### src/rtl/mem_port_arbiter_if.sv
// Bundle of the two requester ports and the external memory port that the
// arbiter multiplexes between them.
interface mem_port_arbiter_if #(
    parameter int ADDR_WIDTH = 32,
    parameter int DATA_WIDTH = 32
);
    // Port 0: instruction-cache refill engine (read-only)
    logic                  req0;
    logic [ADDR_WIDTH-1:0] addr0;
    logic                  ready0;

    // Port 1: data-cache refill/writeback engine (read/write)
    logic                  req1;
    logic                  we1;
    logic [ADDR_WIDTH-1:0] addr1;
    logic [DATA_WIDTH-1:0] wdata1;
    logic                  ready1;

    // Shared read data, broadcast to both requesters
    logic [DATA_WIDTH-1:0] rdata;

    // External memory port
    logic                  mem_req;
    logic                  mem_we;
    logic [ADDR_WIDTH-1:0] mem_addr;
    logic [DATA_WIDTH-1:0] mem_wdata;
    logic [DATA_WIDTH-1:0] mem_rdata;
    logic                  mem_ready;

    // Requesters and memory model side
    modport master (
        output req0, addr0, req1, we1, addr1, wdata1, mem_rdata, mem_ready,
        input  ready0, ready1, rdata, mem_req, mem_we, mem_addr, mem_wdata
    );

    // Arbiter side
    modport slave (
        input  req0, addr0, req1, we1, addr1, wdata1, mem_rdata, mem_ready,
        output ready0, ready1, rdata, mem_req, mem_we, mem_addr, mem_wdata
    );
endinterface

### src/rtl/mem_port_arbiter.sv
// Burst-granting round-robin arbiter sharing one memory port between the
// icache refill engine (port 0) and the dcache refill/writeback engine
// (port 1), with per-port grant and wait-cycle counters.
module mem_port_arbiter #(
    parameter int ADDR_WIDTH = 32,
    parameter int DATA_WIDTH = 32,
    parameter int BURST_LEN  = 4,
    parameter int CNT_BITS   = 4
) (
    input  logic        clk,
    input  logic        reset,
    mem_port_arbiter_if.slave bus,
    output logic [1:0]  owner,
    output logic [31:0] grant_count0,
    output logic [31:0] grant_count1,
    output logic [31:0] wait_cycles0,
    output logic [31:0] wait_cycles1
);
    typedef enum logic [1:0] {
        IDLE = 2'd0,
        OWN0 = 2'd1,
        OWN1 = 2'd2
    } state_t;

    localparam logic [CNT_BITS-1:0] LAST_BEAT = CNT_BITS'(BURST_LEN - 1);

    state_t              state_q, state_d;
    logic [CNT_BITS-1:0] beat_cnt_q, beat_cnt_d;
    logic                last_owner_q, last_owner_d;
    logic [31:0]         grant_count0_q, grant_count0_d;
    logic [31:0]         grant_count1_q, grant_count1_d;
    logic [31:0]         wait_cycles0_q, wait_cycles0_d;
    logic [31:0]         wait_cycles1_q, wait_cycles1_d;

    // State, beat counter, round-robin pointer and statistics registers
    always_ff @(posedge clk) begin
        if (reset) begin
            state_q        <= IDLE;
            beat_cnt_q     <= '0;
            last_owner_q   <= 1'b1;
            grant_count0_q <= '0;
            grant_count1_q <= '0;
            wait_cycles0_q <= '0;
            wait_cycles1_q <= '0;
        end else begin
            state_q        <= state_d;
            beat_cnt_q     <= beat_cnt_d;
            last_owner_q   <= last_owner_d;
            grant_count0_q <= grant_count0_d;
            grant_count1_q <= grant_count1_d;
            wait_cycles0_q <= wait_cycles0_d;
            wait_cycles1_q <= wait_cycles1_d;
        end
    end

    // Arbitration, burst tracking and counter updates
    always_comb begin
        state_d        = state_q;
        beat_cnt_d     = beat_cnt_q;
        last_owner_d   = last_owner_q;
        grant_count0_d = grant_count0_q;
        grant_count1_d = grant_count1_q;
        wait_cycles0_d = wait_cycles0_q + 32'(bus.req0 && (state_q != OWN0));
        wait_cycles1_d = wait_cycles1_q + 32'(bus.req1 && (state_q != OWN1));

        unique case (state_q)
            IDLE: begin
                // last_owner == 1 means port 0 wins a tie, and vice versa
                if (bus.req0 && (!bus.req1 || last_owner_q)) begin
                    state_d        = OWN0;
                    beat_cnt_d     = '0;
                    grant_count0_d = grant_count0_q + 32'd1;
                end else if (bus.req1) begin
                    state_d        = OWN1;
                    beat_cnt_d     = '0;
                    grant_count1_d = grant_count1_q + 32'd1;
                end
            end
            OWN0: begin
                if (!bus.req0) begin
                    state_d      = IDLE;
                    last_owner_d = 1'b0;
                    beat_cnt_d   = '0;
                end else if (bus.mem_ready) begin
                    if (beat_cnt_q == LAST_BEAT) begin
                        state_d      = IDLE;
                        last_owner_d = 1'b0;
                        beat_cnt_d   = '0;
                    end else begin
                        beat_cnt_d = beat_cnt_q + 1'b1;
                    end
                end
            end
            OWN1: begin
                if (!bus.req1) begin
                    state_d      = IDLE;
                    last_owner_d = 1'b1;
                    beat_cnt_d   = '0;
                end else if (bus.mem_ready) begin
                    if (beat_cnt_q == LAST_BEAT) begin
                        state_d      = IDLE;
                        last_owner_d = 1'b1;
                        beat_cnt_d   = '0;
                    end else begin
                        beat_cnt_d = beat_cnt_q + 1'b1;
                    end
                end
            end
            default: begin
                state_d    = IDLE;
                beat_cnt_d = '0;
            end
        endcase
    end

    // Memory-port mux driven purely by the current owner
    always_comb begin
        bus.mem_req   = 1'b0;
        bus.mem_we    = 1'b0;
        bus.mem_addr  = '0;
        bus.mem_wdata = '0;
        bus.ready0    = 1'b0;
        bus.ready1    = 1'b0;
        bus.rdata     = bus.mem_rdata;
        owner         = state_q;
        grant_count0  = grant_count0_q;
        grant_count1  = grant_count1_q;
        wait_cycles0  = wait_cycles0_q;
        wait_cycles1  = wait_cycles1_q;

        unique case (state_q)
            OWN0: begin
                bus.mem_req  = bus.req0;
                bus.mem_addr = bus.addr0;
                bus.ready0   = bus.mem_ready && bus.req0;
            end
            OWN1: begin
                bus.mem_req   = bus.req1;
                bus.mem_addr  = bus.addr1;
                bus.mem_we    = bus.we1;
                bus.mem_wdata = bus.wdata1;
                bus.ready1    = bus.mem_ready && bus.req1;
            end
            default: begin
                bus.mem_req = 1'b0;
            end
        endcase
    end
endmodule

### src/flat_wrapper.sv
// flat-port wrapper written by rule: the top's interface ports become plain ports
module mem_port_arbiter_flat 
#(
    parameter int ADDR_WIDTH = 32,
    parameter int DATA_WIDTH = 32,
    parameter int BURST_LEN  = 4,
    parameter int CNT_BITS   = 4
)
  (clk, reset, owner, grant_count0, grant_count1, wait_cycles0, wait_cycles1, bus_req0, bus_addr0, bus_req1, bus_we1, bus_addr1, bus_wdata1, bus_mem_rdata, bus_mem_ready, bus_ready0, bus_ready1, bus_rdata, bus_mem_req, bus_mem_we, bus_mem_addr, bus_mem_wdata);
  mem_port_arbiter_if #(.ADDR_WIDTH(ADDR_WIDTH), .DATA_WIDTH(DATA_WIDTH)) bus_i ();
  input  logic clk;
  input  logic reset;
  output logic [1:0] owner;
  output logic [31:0] grant_count0;
  output logic [31:0] grant_count1;
  output logic [31:0] wait_cycles0;
  output logic [31:0] wait_cycles1;
  input wire logic [$bits(bus_i.req0)-1:0] bus_req0;
  input wire logic [$bits(bus_i.addr0)-1:0] bus_addr0;
  input wire logic [$bits(bus_i.req1)-1:0] bus_req1;
  input wire logic [$bits(bus_i.we1)-1:0] bus_we1;
  input wire logic [$bits(bus_i.addr1)-1:0] bus_addr1;
  input wire logic [$bits(bus_i.wdata1)-1:0] bus_wdata1;
  input wire logic [$bits(bus_i.mem_rdata)-1:0] bus_mem_rdata;
  input wire logic [$bits(bus_i.mem_ready)-1:0] bus_mem_ready;
  output wire logic [$bits(bus_i.ready0)-1:0] bus_ready0;
  output wire logic [$bits(bus_i.ready1)-1:0] bus_ready1;
  output wire logic [$bits(bus_i.rdata)-1:0] bus_rdata;
  output wire logic [$bits(bus_i.mem_req)-1:0] bus_mem_req;
  output wire logic [$bits(bus_i.mem_we)-1:0] bus_mem_we;
  output wire logic [$bits(bus_i.mem_addr)-1:0] bus_mem_addr;
  output wire logic [$bits(bus_i.mem_wdata)-1:0] bus_mem_wdata;
  assign bus_i.req0 = bus_req0;
  assign bus_i.addr0 = bus_addr0;
  assign bus_i.req1 = bus_req1;
  assign bus_i.we1 = bus_we1;
  assign bus_i.addr1 = bus_addr1;
  assign bus_i.wdata1 = bus_wdata1;
  assign bus_i.mem_rdata = bus_mem_rdata;
  assign bus_i.mem_ready = bus_mem_ready;
  assign bus_ready0 = bus_i.ready0;
  assign bus_ready1 = bus_i.ready1;
  assign bus_rdata = bus_i.rdata;
  assign bus_mem_req = bus_i.mem_req;
  assign bus_mem_we = bus_i.mem_we;
  assign bus_mem_addr = bus_i.mem_addr;
  assign bus_mem_wdata = bus_i.mem_wdata;
  mem_port_arbiter #(.ADDR_WIDTH(ADDR_WIDTH), .DATA_WIDTH(DATA_WIDTH), .BURST_LEN(BURST_LEN), .CNT_BITS(CNT_BITS)) u_core (.clk(clk), .reset(reset), .bus(bus_i), .owner(owner), .grant_count0(grant_count0), .grant_count1(grant_count1), .wait_cycles0(wait_cycles0), .wait_cycles1(wait_cycles1));
endmodule
### config.mk
export PLATFORM = sky130hd
export DESIGN_NAME = mem_port_arbiter_flat
export DESIGN_NICKNAME = d
export VERILOG_FILES = /design/src/rtl/mem_port_arbiter_if.sv /design/src/rtl/mem_port_arbiter.sv /design/src/flat_wrapper.sv
export SDC_FILE = /design/constraint.sdc
export NUM_CORES = 1
export LEC_CHECK = 0
export ABC_AREA = 1
export BUFFER_PORTS_ARGS = -buffer_cell sky130_fd_sc_hd__buf_4
export CAP_MARGIN = 15
export CORE_MARGIN = 5
export CORE_UTILIZATION = 35
export CTS_BUF_LIST = sky130_fd_sc_hd__clkbuf_8 sky130_fd_sc_hd__clkbuf_16
export CTS_CLUSTER_SIZE = 14
export DETAILED_ROUTE_END_ITERATION = 7
export PLACE_DENSITY = 0.66
export SLEW_MARGIN = 20
export SYNTH_ARGS = -nofsm -noshare
export SYNTH_HDL_FRONTEND = slang
export SYNTH_SLANG_ARGS = --single-unit
### constraint.sdc
create_clock -name clk -period 4.15 [get_ports clk]
set_input_delay 1.245 -clock clk [delete_from_list [all_inputs] [get_ports clk]]
set_output_delay 1.245 -clock clk [all_outputs]
set_load 0.05 [all_outputs]
==> impl_metrics.yaml <==
outcome:
  outcome: "finished, final reports clean"
timing:
  finalClockSkew_ns: 0.0149
  rsz0062_at_grt: "false"
  worst_slew_pin_slew_ns: 0.916
  hold_violations: 0
  setup_tns_ns: 0
  fin_crit_sh: 0.901
  finalSetupViolations: 0
  max_freq_mhz: 267
  period_needed_ns: 3.74
  slew_violations: 0
  relSlewSlack: 0.389
layout:
  diodes: 0
  syn2layout_area_growth_pct: 34.4
  fin_nets: 1766
  n_fill_cell: 2511
  fin_util: 0.476
  drive_above_1_share: 0.227
clock_network:
  post_cts_resized: 0
  clock_latency_ns: 0.42
  cts_buffers: 17
  clockBufferDepth: 2
  root_buffer: "clkbuf_16"
  h-tree-depth: 4
  tritoncts: "done"
  clock_sinks: 135
  holdBufCountCts: 0
  post_cts_buffers: 0
  clk_pin_slew_ns: 0.06
power:
  powerDensity_mw_per_mm2: 294
  peakVddDrop_mv: 0.199
  finalPower_mw: 3.27
  static-leakage-power_nw: 4.85
die:
  rows: 56
  io_pins: 364
  die_h_um: 164
  core-area_mm2: 0.0234
  die_w_um: 164
  die_area_mm2: 0.0268
  start_util: 0.354
yosys:
  yosys_register_bits: 135
  ys_warn_count: 0
  yosysUniqueCellTypes: 35
  netlist_instances: 1362
  synth_nets: 1507
  synth_area_mm2: 0.00828
  avgSynthCellArea_um2: 6.08
  ys_seq_area_frac: 0.326
routing:
  firstDrtPassIters: 7
  final_antenna_net_count: 0
  drt-initial-drc-count: 586
  routed_wl_um: 28000
  route.detailed.drc: 0
  routedWlPerCell_um: 14.4
  via_per_inst: 4.76
  num_vias: 9291
critical_path:
  path_class: "flip-flop to output pin"
  crit_fanout: 32
  critPathRequiredTime_ns: 2.90
  critPathLaunchType: "flip-flop"
  crit_path_end_kind: "output pin"
  worstPathArrival_ns: 2.49
grt:
  grt_pass1_vias: 9004
  grtUsageTotal: 0.204
  grt_max_degree: 77
  grt_pass1_wl_um: 44200
  gr-total-overflow: 0
  antenna_found_initial: 0
placed_design:
  dp_hpwl_um: 22100
  port_buffers: 299
  gp_congestion: 0.909
flow_run:
  maxCapViolCount: 0
min_path:
  hold_class: "flip-flop to flip-flop"
## worst paths after layout
| check | cells after the start | slack [ns] | startpoint | end |
|---|---|---|---|---|
| worst max register to register | 12 | 1.45 | u_core.owner[1] | u_core.wait_cycles0[26] |
| worst min-delay path | 2 | 0.48 | u_core.beat_cnt_q[1] | u_core.beat_cnt_q[1] |
| worst max-delay path | 5 | 0.41 | u_core.owner[0] | bus_mem_addr[3] |
| worst min register to register | 2 | 0.48 | u_core.beat_cnt_q[1] | u_core.beat_cnt_q[1] |
## metal layers
metal	routed length [um]	share of wire	up-vias	global-route usage
li1	-	-	4754	-
met1	11300	0.40	4145	0.233
met2	13600	0.49	339	0.360
met3	2210	0.079	53	0.0550
met4	924	0.033	0	0.0823
met5	0	0	-	0
## critical path, stage by stage (launching register included)
cell	delay (ns)
dfxtp_1	0.40
inv_1	0.10
ha_1	0.35
inv_1	0.68
a21oi_1	0.26
buf_4	0.28
## registers in the layout (all words and copies together), names as in the netlist
register,cells
u_core.wait_cycles0,32
u_core.grant_count1,32
u_core.beat_cnt_q,4
u_core.wait_cycles1,32
u_core.grant_count0,32
u_core.owner,2
u_core.last_owner_q,1
## metrics by stage
step	instances	instance area, um^2	hold WS [ns]	setup slack [ns]
after floorplan	1362	8280	0.448	0.660
after detailed placement	1921	10600	0.469	0.870
after CTS	1952	11100	0.479	0.416
after global routing	1952	11100	0.503	0.255
after global placement	1921	10600	0.464	0.868
final	1952	11100	0.480	0.411
## cell usage after synthesis
cell,number,share of area
a211oi_1,2,0.0018
a21oi_1,103,0.062
a31oi_1,4,0.0030
and2_0,1,0.00076
and2_1,2,0.0015
and3_1,1,0.00076
buf_1,6,0.0027
buf_2,1,0.00060
buf_4,32,0.029
buf_6,3,0.0041
clkbuf_1,22,0.010
dfxtp_1,135,0.33
ha_1,11,0.017
inv_1,182,0.082
inv_2,3,0.0014
nand2_1,402,0.18
nand2_2,5,0.0038
nand3_1,61,0.037
nand3_2,3,0.0036
nand3b_1,11,0.010
nand4_1,31,0.023
nor2_1,213,0.097
nor2_2,14,0.011
nor2_4,7,0.0095
nor2_8,1,0.0024
nor3_1,30,0.018
nor3_2,2,0.0024
nor3b_1,4,0.0036
nor4_1,1,0.00076
o21a_1,8,0.0073
o21ai_0,40,0.024
o21bai_1,2,0.0018
or2_2,1,0.00076
xnor2_1,7,0.0074
xor2_1,11,0.012
## logic make-up after synthesis
| logic type | Yosys count | synth area share |
|---|---|---|
| fa+ha+maj | 11 | 0.0166 |
| flops | 135 | 0.326 |
| xor+xnor | 18 | 0.0190 |
| simple gates | 790 | 0.408 |
| buf+inv | 249 | 0.130 |
| compound gates | 159 | 0.100 |
## cell usage in the layout (no fill, tap or decap), types with 10 or more instances in the layout
cell type  instances
o21ai_0           40
nor3_1            30
buf_4            304
ha_1              10
a21oi_1          103
nand3b_1          11
inv_1            183
dfxtp_1          135
clkbuf_16         17
nand2_1          402
nand3_1           61
nor2_2            14
nor2_1           213
xor2_1            11
nand4_1           31
## where the power goes
group          total [mW]  internal [mW]  switching (mW)
logic               0.518          0.166           0.353
registers            1.32           1.31          0.0139
clock network        1.43          0.832           0.595
## final cells by class
type | count | area (um^2) | area share
flip-flops and latches | 135 | 2700 | 0.243
repair buffers | 304 | 2280 | 0.205
clock buffers | 18 | 439 | 0.0395
clock inverters | 13 | 110 | 0.00989
well taps | 319 | 399 | 0.0359
multi-input cells | 978 | 4500 | 0.405
inverters | 185 | 694 | 0.0624
Power figures use the tool's default switching activity.
